## src/rtl/systolic_skew_feeder_if.sv

```systemverilog
// Bundle for the skew feeder: producer-side handshake, array advance and the
// skewed lane outputs. The master drives stimulus; the feeder is the slave.
interface systolic_skew_feeder_if #(
   parameter int data_size = 16,
   parameter int size      = 4
);
   logic [data_size*size-1:0] in_data;
   logic                      in_valid;
   logic                      in_last;
   logic                      in_ready;
   logic                      en;
   logic [data_size*size-1:0] out_data;
   logic [size-1:0]           out_valid;
   logic                      done;
   logic                      busy;

   modport master (
      output in_data, in_valid, in_last, en,
      input  in_ready, out_data, out_valid, done, busy
   );

   modport slave (
      input  in_data, in_valid, in_last, en,
      output in_ready, out_data, out_valid, done, busy
   );
endinterface

```

## src/rtl/systolic_skew_feeder.sv

```systemverilog
// FIFO-buffered input stage for the systolic array: each popped vector is launched
// diagonally so that lane i trails lane 0 by i advancing (en=1) cycles.
module systolic_skew_feeder #(
   parameter int data_size = 16,
   parameter int size      = 4,
   parameter int depth     = 4
) (
   input  logic                  clk,
   input  logic                  rst_n,
   systolic_skew_feeder_if.slave bus
);
   localparam int VW = data_size * size;
   localparam int EW = VW + 1;
   localparam int CW = $clog2(depth + 1);
   localparam int PW = (depth > 1) ? $clog2(depth) : 1;
   localparam int SW = data_size + 2;

   logic [EW-1:0]   mem_q [depth];
   logic [PW-1:0]   wr_ptr_q, wr_ptr_d;
   logic [PW-1:0]   rd_ptr_q, rd_ptr_d;
   logic [CW-1:0]   count_q, count_d;
   logic            done_q, done_d;
   logic            full;
   logic            push;
   logic            pop;
   logic [EW-1:0]   head;
   logic [size-1:0] lane_busy;
   logic            tail_valid;
   logic            tail_last;

   function automatic logic [PW-1:0] ptr_inc(input logic [PW-1:0] p);
      return (p == PW'(depth - 1)) ? '0 : p + PW'(1);
   endfunction

   // in_ready depends on the stored count only, so a full FIFO refuses a push
   // even on an edge that also pops.
   assign full = (count_q == CW'(depth));
   assign push = bus.in_valid && !full;
   assign pop  = bus.en && (count_q != '0);
   assign head = mem_q[rd_ptr_q];

   always_comb begin
      wr_ptr_d = push ? ptr_inc(wr_ptr_q) : wr_ptr_q;
      rd_ptr_d = pop  ? ptr_inc(rd_ptr_q) : rd_ptr_q;
      count_d  = count_q;
      case ({push, pop})
         2'b10:   count_d = count_q + CW'(1);
         2'b01:   count_d = count_q - CW'(1);
         default: count_d = count_q;
      endcase
   end

   always_ff @(posedge clk) begin
      if (push) begin
         mem_q[wr_ptr_q] <= {bus.in_last, bus.in_data};
      end
   end

   always_ff @(posedge clk or negedge rst_n) begin
      if (!rst_n) begin
         wr_ptr_q <= '0;
         rd_ptr_q <= '0;
         count_q  <= '0;
      end else begin
         wr_ptr_q <= wr_ptr_d;
         rd_ptr_q <= rd_ptr_d;
         count_q  <= count_d;
      end
   end

   for (genvar gi = 0; gi < size; gi++) begin : g_lane
      logic [SW-1:0] chain_q [gi+1];
      logic [SW-1:0] stage_in;
      logic          any_valid;

      always_comb begin
         stage_in = '0;
         if (pop) begin
            stage_in = {1'b1, head[EW-1], head[data_size*gi +: data_size]};
         end
      end

      always_ff @(posedge clk or negedge rst_n) begin
         if (!rst_n) begin
            for (int s = 0; s <= gi; s++) begin
               chain_q[s] <= '0;
            end
         end else if (bus.en) begin
            chain_q[0] <= stage_in;
            for (int s = 1; s <= gi; s++) begin
               chain_q[s] <= chain_q[s-1];
            end
         end
      end

      always_comb begin
         any_valid = 1'b0;
         for (int s = 0; s <= gi; s++) begin
            any_valid = any_valid | chain_q[s][SW-1];
         end
      end

      assign lane_busy[gi]                           = any_valid;
      assign bus.out_data[data_size*gi +: data_size] = chain_q[gi][data_size-1:0];
      assign bus.out_valid[gi]                       = chain_q[gi][SW-1];

      // What the last lane's output register will take on the next advancing edge.
      if (gi == size - 1) begin : g_tail
         if (gi == 0) begin : g_direct
            assign tail_valid = stage_in[SW-1];
            assign tail_last  = stage_in[SW-2];
         end else begin : g_shift
            assign tail_valid = chain_q[gi-1][SW-1];
            assign tail_last  = chain_q[gi-1][SW-2];
         end
      end
   end

   // Only an advancing edge can bring a new tagged vector onto the last lane,
   // so a stall never stretches the pulse.
   assign done_d = bus.en && tail_valid && tail_last;

   always_ff @(posedge clk or negedge rst_n) begin
      if (!rst_n) begin
         done_q <= 1'b0;
      end else begin
         done_q <= done_d;
      end
   end

   assign bus.in_ready = !full;
   assign bus.done     = done_q;
   assign bus.busy     = (count_q != '0) | (|lane_busy);
endmodule

```

## src/flat_wrapper.sv

```systemverilog
// flat-port wrapper written by rule: the top's interface ports become plain ports
module systolic_skew_feeder_flat 
#(
   parameter int data_size = 16,
   parameter int size      = 4,
   parameter int depth     = 4
)
  (clk, rst_n, bus_in_data, bus_in_valid, bus_in_last, bus_en, bus_in_ready, bus_out_data, bus_out_valid, bus_done, bus_busy);
  systolic_skew_feeder_if #(.data_size(data_size), .size(size)) bus_i ();
  input  logic clk;
  input  logic rst_n;
  input wire logic [$bits(bus_i.in_data)-1:0] bus_in_data;
  input wire logic [$bits(bus_i.in_valid)-1:0] bus_in_valid;
  input wire logic [$bits(bus_i.in_last)-1:0] bus_in_last;
  input wire logic [$bits(bus_i.en)-1:0] bus_en;
  output wire logic [$bits(bus_i.in_ready)-1:0] bus_in_ready;
  output wire logic [$bits(bus_i.out_data)-1:0] bus_out_data;
  output wire logic [$bits(bus_i.out_valid)-1:0] bus_out_valid;
  output wire logic [$bits(bus_i.done)-1:0] bus_done;
  output wire logic [$bits(bus_i.busy)-1:0] bus_busy;
  assign bus_i.in_data = bus_in_data;
  assign bus_i.in_valid = bus_in_valid;
  assign bus_i.in_last = bus_in_last;
  assign bus_i.en = bus_en;
  assign bus_in_ready = bus_i.in_ready;
  assign bus_out_data = bus_i.out_data;
  assign bus_out_valid = bus_i.out_valid;
  assign bus_done = bus_i.done;
  assign bus_busy = bus_i.busy;
  systolic_skew_feeder #(.data_size(data_size), .size(size), .depth(depth)) u_core (.clk(clk), .rst_n(rst_n), .bus(bus_i));
endmodule
```

## config.mk

```make
export PLATFORM = sky130hd
export DESIGN_NAME = systolic_skew_feeder_flat
export DESIGN_NICKNAME = d
export VERILOG_FILES = /design/src/rtl/systolic_skew_feeder_if.sv /design/src/rtl/systolic_skew_feeder.sv /design/src/flat_wrapper.sv
export SDC_FILE = /design/constraint.sdc
export NUM_CORES = 1
export LEC_CHECK = 0
export ABC_CLOCK_PERIOD_IN_PS = 6000
export BUFFER_PORTS_ARGS = -buffer_cell sky130_fd_sc_hd__clkbuf_2
export CORE_UTILIZATION = 37
export CTS_CLUSTER_SIZE = 30
export DETAILED_ROUTE_END_ITERATION = 16
export GPL_ROUTABILITY_DRIVEN = 1
export SLEW_MARGIN = 20
export SYNTH_ARGS = -nofsm -noshare
export SYNTH_HDL_FRONTEND = slang
export SYNTH_SLANG_ARGS = --single-unit
```

## constraint.sdc

```tcl
create_clock -name clk -period 6 [get_ports clk]
set_input_delay 0.9 -clock clk [delete_from_list [all_inputs] [get_ports clk]]
set_output_delay 0.9 -clock clk [all_outputs]
set_load 0.02 [all_outputs]
```

==> metrics.yaml, run 1 <==
dpl.hpwl_um: 16800
mappedNetlistNets: 888
rsz0062_at_grt: "false"
status: "finished clean"
grt_use_met3_pct: 3.49
required_ns: 6.45
viasPerCell: 4.85
grtUsageTotal_pct: 14.0
ys.warnings.count: 0
die_w_um: 213
crit_type: "input port to register"
postCtsHoldBufs: 0
start_kind: "input port"
worstPathCellList: "buf_4, clkinv_2, buf_4, a22o_1"
fp.dieH_um: 213
synthTopCellsByArea: "edfxtp_1 (48%), dfrtp_1 (27%), mux4_2 (8.9%), mux2_2 (7.0%), a22o_1 (3.5%)"
grt_util_met2_pct: 21.4
min_period_ns: 2.68
grtUsageMet1_pct: 19.3
max_stage_delay_ns: 0.75
ys.flop_type: "edfxtp_1"
core_um2: 43400
crit_fanout: 60
tightest_slew_ns: 0.956
wl_per_cell_um: 19.9
setup_violations: 0
min_period_over_period_pct: 44.7
path_common_cell: "buf_4"
crit_buf_inv: 3
finalNetCount: 979
post-place-cells: 1438
p_int_mw: 6.83
layout-drive-gt1-share_pct: 41.7
hold_viol_final: 0
final_cell_area_um2: 18700
post-route-util_pct: 43.1
firstDrtPassIters: 4
critPathSlowestCell: "clkinv_2"
max-slew-margin-rel_pct: 36.3
ir_drop_mv: 0.330
root_buffer: "clkbuf_16"
syn_avg_cell_area_um2: 20.2
post-cts-setup-buffers: 0
cts_tree: "done"
async_flop_share_pct: 40.2
power.density_nw_per_um2: 515
drtAntennaViolNets: 0
path_clk_slew_ns: 0.06
placementRows: 76
fmax_mhz: 373
drt_iter0_markers: 503
setup_tns_ns: 0
layout.cells.non_filler: 1528
netlist_area_um2: 16400
p_seq_share_pct: 48.7
ctsResizeCount: 0
antenna_found_initial: 2
grt_max_degree: 80
synth-seq-cells: 435
cts_buffer_depth: 3
io-pin-count: 140
ctsHtreeMaxLevel: 2
start_util_pct: 37.8
overflow: 0
whs_ns: 0.346
synth_edf_count: 260
end_kind: "register"
p_sw_mw: 2.79
yosysSeqAreaShare_pct: 74.3
ys_types: 28
drc: 0
hold_class: "input port to async pin"
sw_frac_of_total_pct: 29.0
synth_top_area_share_pct: 47.6
drv_slew: 0
grt-busiest-layer: "met2"
drv_cap: 0
comb_power_share_pct: 23.2
port-buffer-count: 139
cts.sinks: 435
clock_latency_ns: 0.57
synthCells: 812
skew_ns: 0.0161
numCtsBuffers: 47
p_clk_share_pct: 28.1
synth_top_area_cell: "edfxtp_1"
place.gp.congestion: 0.661
leakage_nw: 7.19
wl_um: 30400
dieArea_um2: 45200
crit_arrival_ns: 3.13
grt_pass1_vias: 7835
crit_family: "buffers and inverters"
grt_pass1_wl_um: 47300
num_vias: 7417
place_area_um2: 17200
syn2layout_area_growth_pct: 13.9
-- state kept, by name, indices dropped and copies added, names as in the netlist --
name / cells
u_core.rd_ptr_q: 2
u_core.bus.out_valid: 1
u_core.count_q: 3
u_core.g_lane.chain_q: 118
u_core.wr_ptr_q: 2
u_core.bus.done: 1
u_core.bus.out_data: 48
u_core.mem_q: 260
-- power groups by stage --
stage | logic [mW] | registers (mW) | clock network [mW]
floorplan | 2.12 | 4.46 | 0
global placement | 2.17 | 4.80 | 0
detailed placement | 2.20 | 4.83 | 0
CTS | 2.21 | 4.77 | 2.81
global route | 2.42 | 4.80 | 2.91
finish | 2.23 | 4.68 | 2.71
-- metal layers --
layer,share of wire (%),wire (um)
met5,0.082,25
met1,46,13900
met4,2.1,639
met3,5.3,1620
met2,47,14200
-- path summary, 6_finish.rpt --
| check | startpoint | end | slack (ns) | depth (start not counted) |
|---|---|---|---|---|
| max | bus_en | u_core.g_lane[3].chain_q[61] | 3.32 | 4 |
| min | rst_n | u_core.g_lane[2].chain_q[20] | 0.35 | 1 |
| max reg2reg | u_core.rd_ptr_q[0] | u_core.g_lane[3].chain_q[61] | 3.43 | 3 |
| min reg2reg | u_core.g_lane[3].chain_q[28] | u_core.g_lane[3].chain_q[28] | 0.50 | 1 |
| max in group asynchronous | rst_n | u_core.g_lane[3].chain_q[19] | 4.43 | 2 |
| min in group clk | u_core.g_lane[3].chain_q[28] | u_core.g_lane[3].chain_q[28] | 0.50 | 1 |
-- cell usage in the layout, fill, tap and decap left out, types with 7 or more instances in the layout --
master,instances
a22o_1,65
buf_4,11
clkbuf_1,14
clkbuf_16,49
clkbuf_2,137
clkinv_1,7
clkinv_2,10
dfrtp_1,173
edfxtp_1,260
mux2_2,102
mux4_2,65
-- stage by stage --
stage | worst slack, ns | total power, mW
final | 3.32 | 9.62
after global routing | 3.15 | 10.1
after CTS | 3.29 | 9.78
after detailed placement | 2.68 | 7.03
after global placement | 2.69 | 6.97
after floorplan | 3.10 | 6.58
-- area by class of cell --
| type | count | area [um^2] |
|---|---|---|
| tap | 585 | 732 |
| multi-input combinational | 261 | 3460 |
| clock inverter | 20 | 114 |
| timing repair buffer | 150 | 810 |
| fill | 3846 | 24700 |
| sequential | 435 | 12200 |
| antenna | 1 | 2.50 |
| clock buffer | 68 | 1350 |
| inverter | 8 | 32.5 |
-- cell usage after synthesis (2+ instances only) --
cell type,count
a22o_1,65
buf_1,3
nor2_1,2
xor2_1,2
mux2_1,2
mux4_2,65
a21o_1,2
inv_1,8
edfxtp_1,260
buf_12,3
and3_1,5
nor3_1,2
mux2_2,102
buf_2,19
dfrtp_1,175
ha_1,6
buf_4,68
clkbuf_1,13
-- cells by family (layout without fill, tap and decap cells) --
group	after synthesis	after routing	synth area share (%)
DFF	435	435	74.3
xor gates and xnor gates	3	3	0.160
other	0	1	0
and+or+nand+nor	13	13	0.450
AOI/OAI and AO/OA	68	68	3.64
adders and majority gates	7	7	0.580
muxes	170	170	16.1
buffers and inverters	116	246	4.77
Note: power is estimated with default switching activity, not from simulation.
==> run 2: changes to the inputs <==
Settings changed: ABC_AREA set to 1, ABC_CLOCK_PERIOD_IN_PS 6000 to 2750.
Clock period 6 ns to 2.75 ns, I/O delays scaled along.
==> run 2 against run 1 <==
Die area increased by 3.6%. Final area up 4.2%. Clock skew decreased by 0.0065 ns. Synthesized area grew 3.6%. Via count up 38%. Clock power grew 140%. Cell count up 44%. Critical path depth increased by 5. Critical path type is now register to register.
==> metrics.yaml, run 2 <==
layout-drive-gt1-share_pct: 15.4
post-cts-setup-buffers: 0
setup_violations: 0
critPathSlowestCell: "dfrtp_1"
dieArea_um2: 46800
grt_pass1_vias: 10200
syn_avg_cell_area_um2: 11.4
place_area_um2: 17900
start_kind: "register"
netlist_area_um2: 17000
crit_arrival_ns: 2.62
p_sw_mw: 7.04
power.density_nw_per_um2: 1100
async_flop_share_pct: 40.2
syn2layout_area_growth_pct: 14.6
nFillCells: 4266
status: "finished clean"
ctsHtreeMaxLevel: 2
finalNetCount: 1632
overflow: 0
crit_family: "simple AND/OR/NAND/NOR gates"
largest_reg_flops: 260
regMostFlops: "u_core.mem_q"
rsz0062_at_grt: "false"
wl_per_cell_um: 16.8
hold_viol_final: 0
place.gp.congestion: 0.760
drv_cap: 0
crit_type: "register to register"
ys.warnings.count: 0
yosysSeqAreaShare_pct: 71.7
num_vias: 10300
p_clk_share_pct: 29.9
postCtsHoldBufs: 1
dpl_worst_slack_ns: 0.572
wl_um: 37000
final_cell_area_um2: 19500
ys_types: 21
die_w_um: 216
fmax_mhz: 461
io-pin-count: 140
p_int_mw: 14.3
synthTopCellsByArea: "edfxtp_1 (46%), dfrtp_1 (26%), nand2_1 (13%), nand3_1 (5.8%), buf_4 (3.8%)"
clock_latency_ns: 0.56
ir_drop_mv: 0.677
fp.dieH_um: 216
viasPerCell: 4.67
max_stage_delay_ns: 0.41
mappedNetlistNets: 1572
dpl.hpwl_um: 20800
drtAntennaViolNets: 0
crit_buf_inv: 1
ctsResizeCount: 0
min_period_over_period_pct: 78.9
grtUsageTotal_pct: 16.1
synth_edf_count: 260
max-slew-margin-rel_pct: 34.2
synth_common_cells: "nand2_1 (589), edfxtp_1 (260), nand3_1 (197), dfrtp_1 (175), buf_4 (86)"
ys.flop_type: "edfxtp_1"
path_clk_slew_ns: 0.07
cts_buffer_depth: 3
synth_top_area_share_pct: 45.9
numCtsBuffers: 45
drv_slew: 0
tightest_slew_ns: 0.987
sw_frac_of_total_pct: 32.9
fin_ws_ns: 0.581
root_buffer: "clkbuf_16"
placementRows: 78
required_ns: 3.20
synth_top_area_cell: "edfxtp_1"
antenna_found_initial: 8
hold_class: "input port to register"
grt_max_degree: 166
cts_tree: "done"
crit_fanout: 8
path_common_cell: "nand2_1"
most-common-layout-cells: "nand2_1 (589), edfxtp_1 (260), nand3_1 (197)"
cts.sinks: 435
core_um2: 45400
p_seq_share_pct: 44.9
port-buffer-count: 139
synth-seq-cells: 435
synth_most_common_cell: "nand2_1"
drt_iter0_markers: 647
mostFrequentLayoutCell: "nand2_1"
end_kind: "register"
synthCells: 1496
leakage_nw: 8.31
comb_power_share_pct: 25.1
firstDrtPassIters: 4
start_util_pct: 37.5
drc: 0
min_period_ns: 2.17
grt_pass1_wl_um: 58500
skew_ns: 0.00960
worstPathCellList: "nor2_1, nand2_1, nand2_2, ha_1, inv_1, fa_1, nand2_1, nand3_1, xor2_1"
==> run 2: power groups by stage <==
stage                     Combinational, mW  Sequential [mW]  Clock (mW)
after floorplan                        4.30             9.45           0
after global placement                 5.41             9.69           0
after detailed placement               5.50             9.75           0
after CTS                              5.53             9.63        6.58
after global routing                   6.09             9.80        6.80
final                                  5.38             9.62        6.40
==> run 2: cell type report <==
class	instances	area (um^2)	share of cell area, %
diodes	6	15.0	0.0771
clock buffers	60	1290	6.65
clock inverters	24	292	1.50
inverters	46	180	0.925
multi-input cells	868	3710	19.0
flip-flops and latches	435	12200	62.6
well taps	600	751	3.85
repair buffers	160	1040	5.35
==> run 2: cells by family after synthesis <==
logic type / synth area share, %
XOR/XNOR: 0.103
buffers and inverters: 6.65
flip-flops: 71.7
AND/OR/NAND/NOR: 19.1
adder cells (fa/ha/maj): 0.559
AO/OA/AOI/OAI: 1.92
==> run 2: routing by layer <==
layer / GRT usage [%] / vias to the layer above / wire length [um]
met5: 0 / - / 27
met4: 5.82 / 4 / 904
met1: 21.5 / 4935 / 16900
li1: - / 5041 / -
met2: 25.8 / 225 / 17100
met3: 3.51 / 64 / 2090
==> run 2: worst paths after layout <==
check,startpoint,endpoint,slack (ns),cells after the start
worst min register to register,u_core.bus.out_data[30],u_core.bus.out_data[30],0.47,2
max in group asynchronous,rst_n,u_core.g_lane[2].chain_q[36],1.61,3
worst max register to register,u_core.count_q[0],u_core.count_q[2],0.58,9
min in group asynchronous,rst_n,u_core.g_lane[2].chain_q[40],0.44,2
worst max-delay path,u_core.count_q[0],u_core.count_q[2],0.58,9
worst min-delay path,bus_in_data[15],u_core.mem_q[0][15],0.06,1
==> run 2: per-stage QoR <==
step	instances	utilization, %	total power, mW	hold WS (ns)	TNS, ns
finish	2199	42.9	21.4	0.0620	0
global route	2195	42.9	22.7	0.0482	0
CTS	2193	42.9	21.7	0.0252	0
detailed placement	2108	39.4	15.3	0.458	0
global placement	2108	39.4	15.1	0.454	0
floorplan	1496	-	13.7	0.117	-56.24
==> run 2: worst reg2reg max path, stage by stage, from the launching register on <==
cell and delay [ns]:
dfrtp_1 0.41, nor2_1 0.25, nand2_1 0.17, nand2_2 0.26, ha_1 0.22, inv_1 0.06
fa_1 0.37, nand2_1 0.08, nand3_1 0.08, xor2_1 0.14
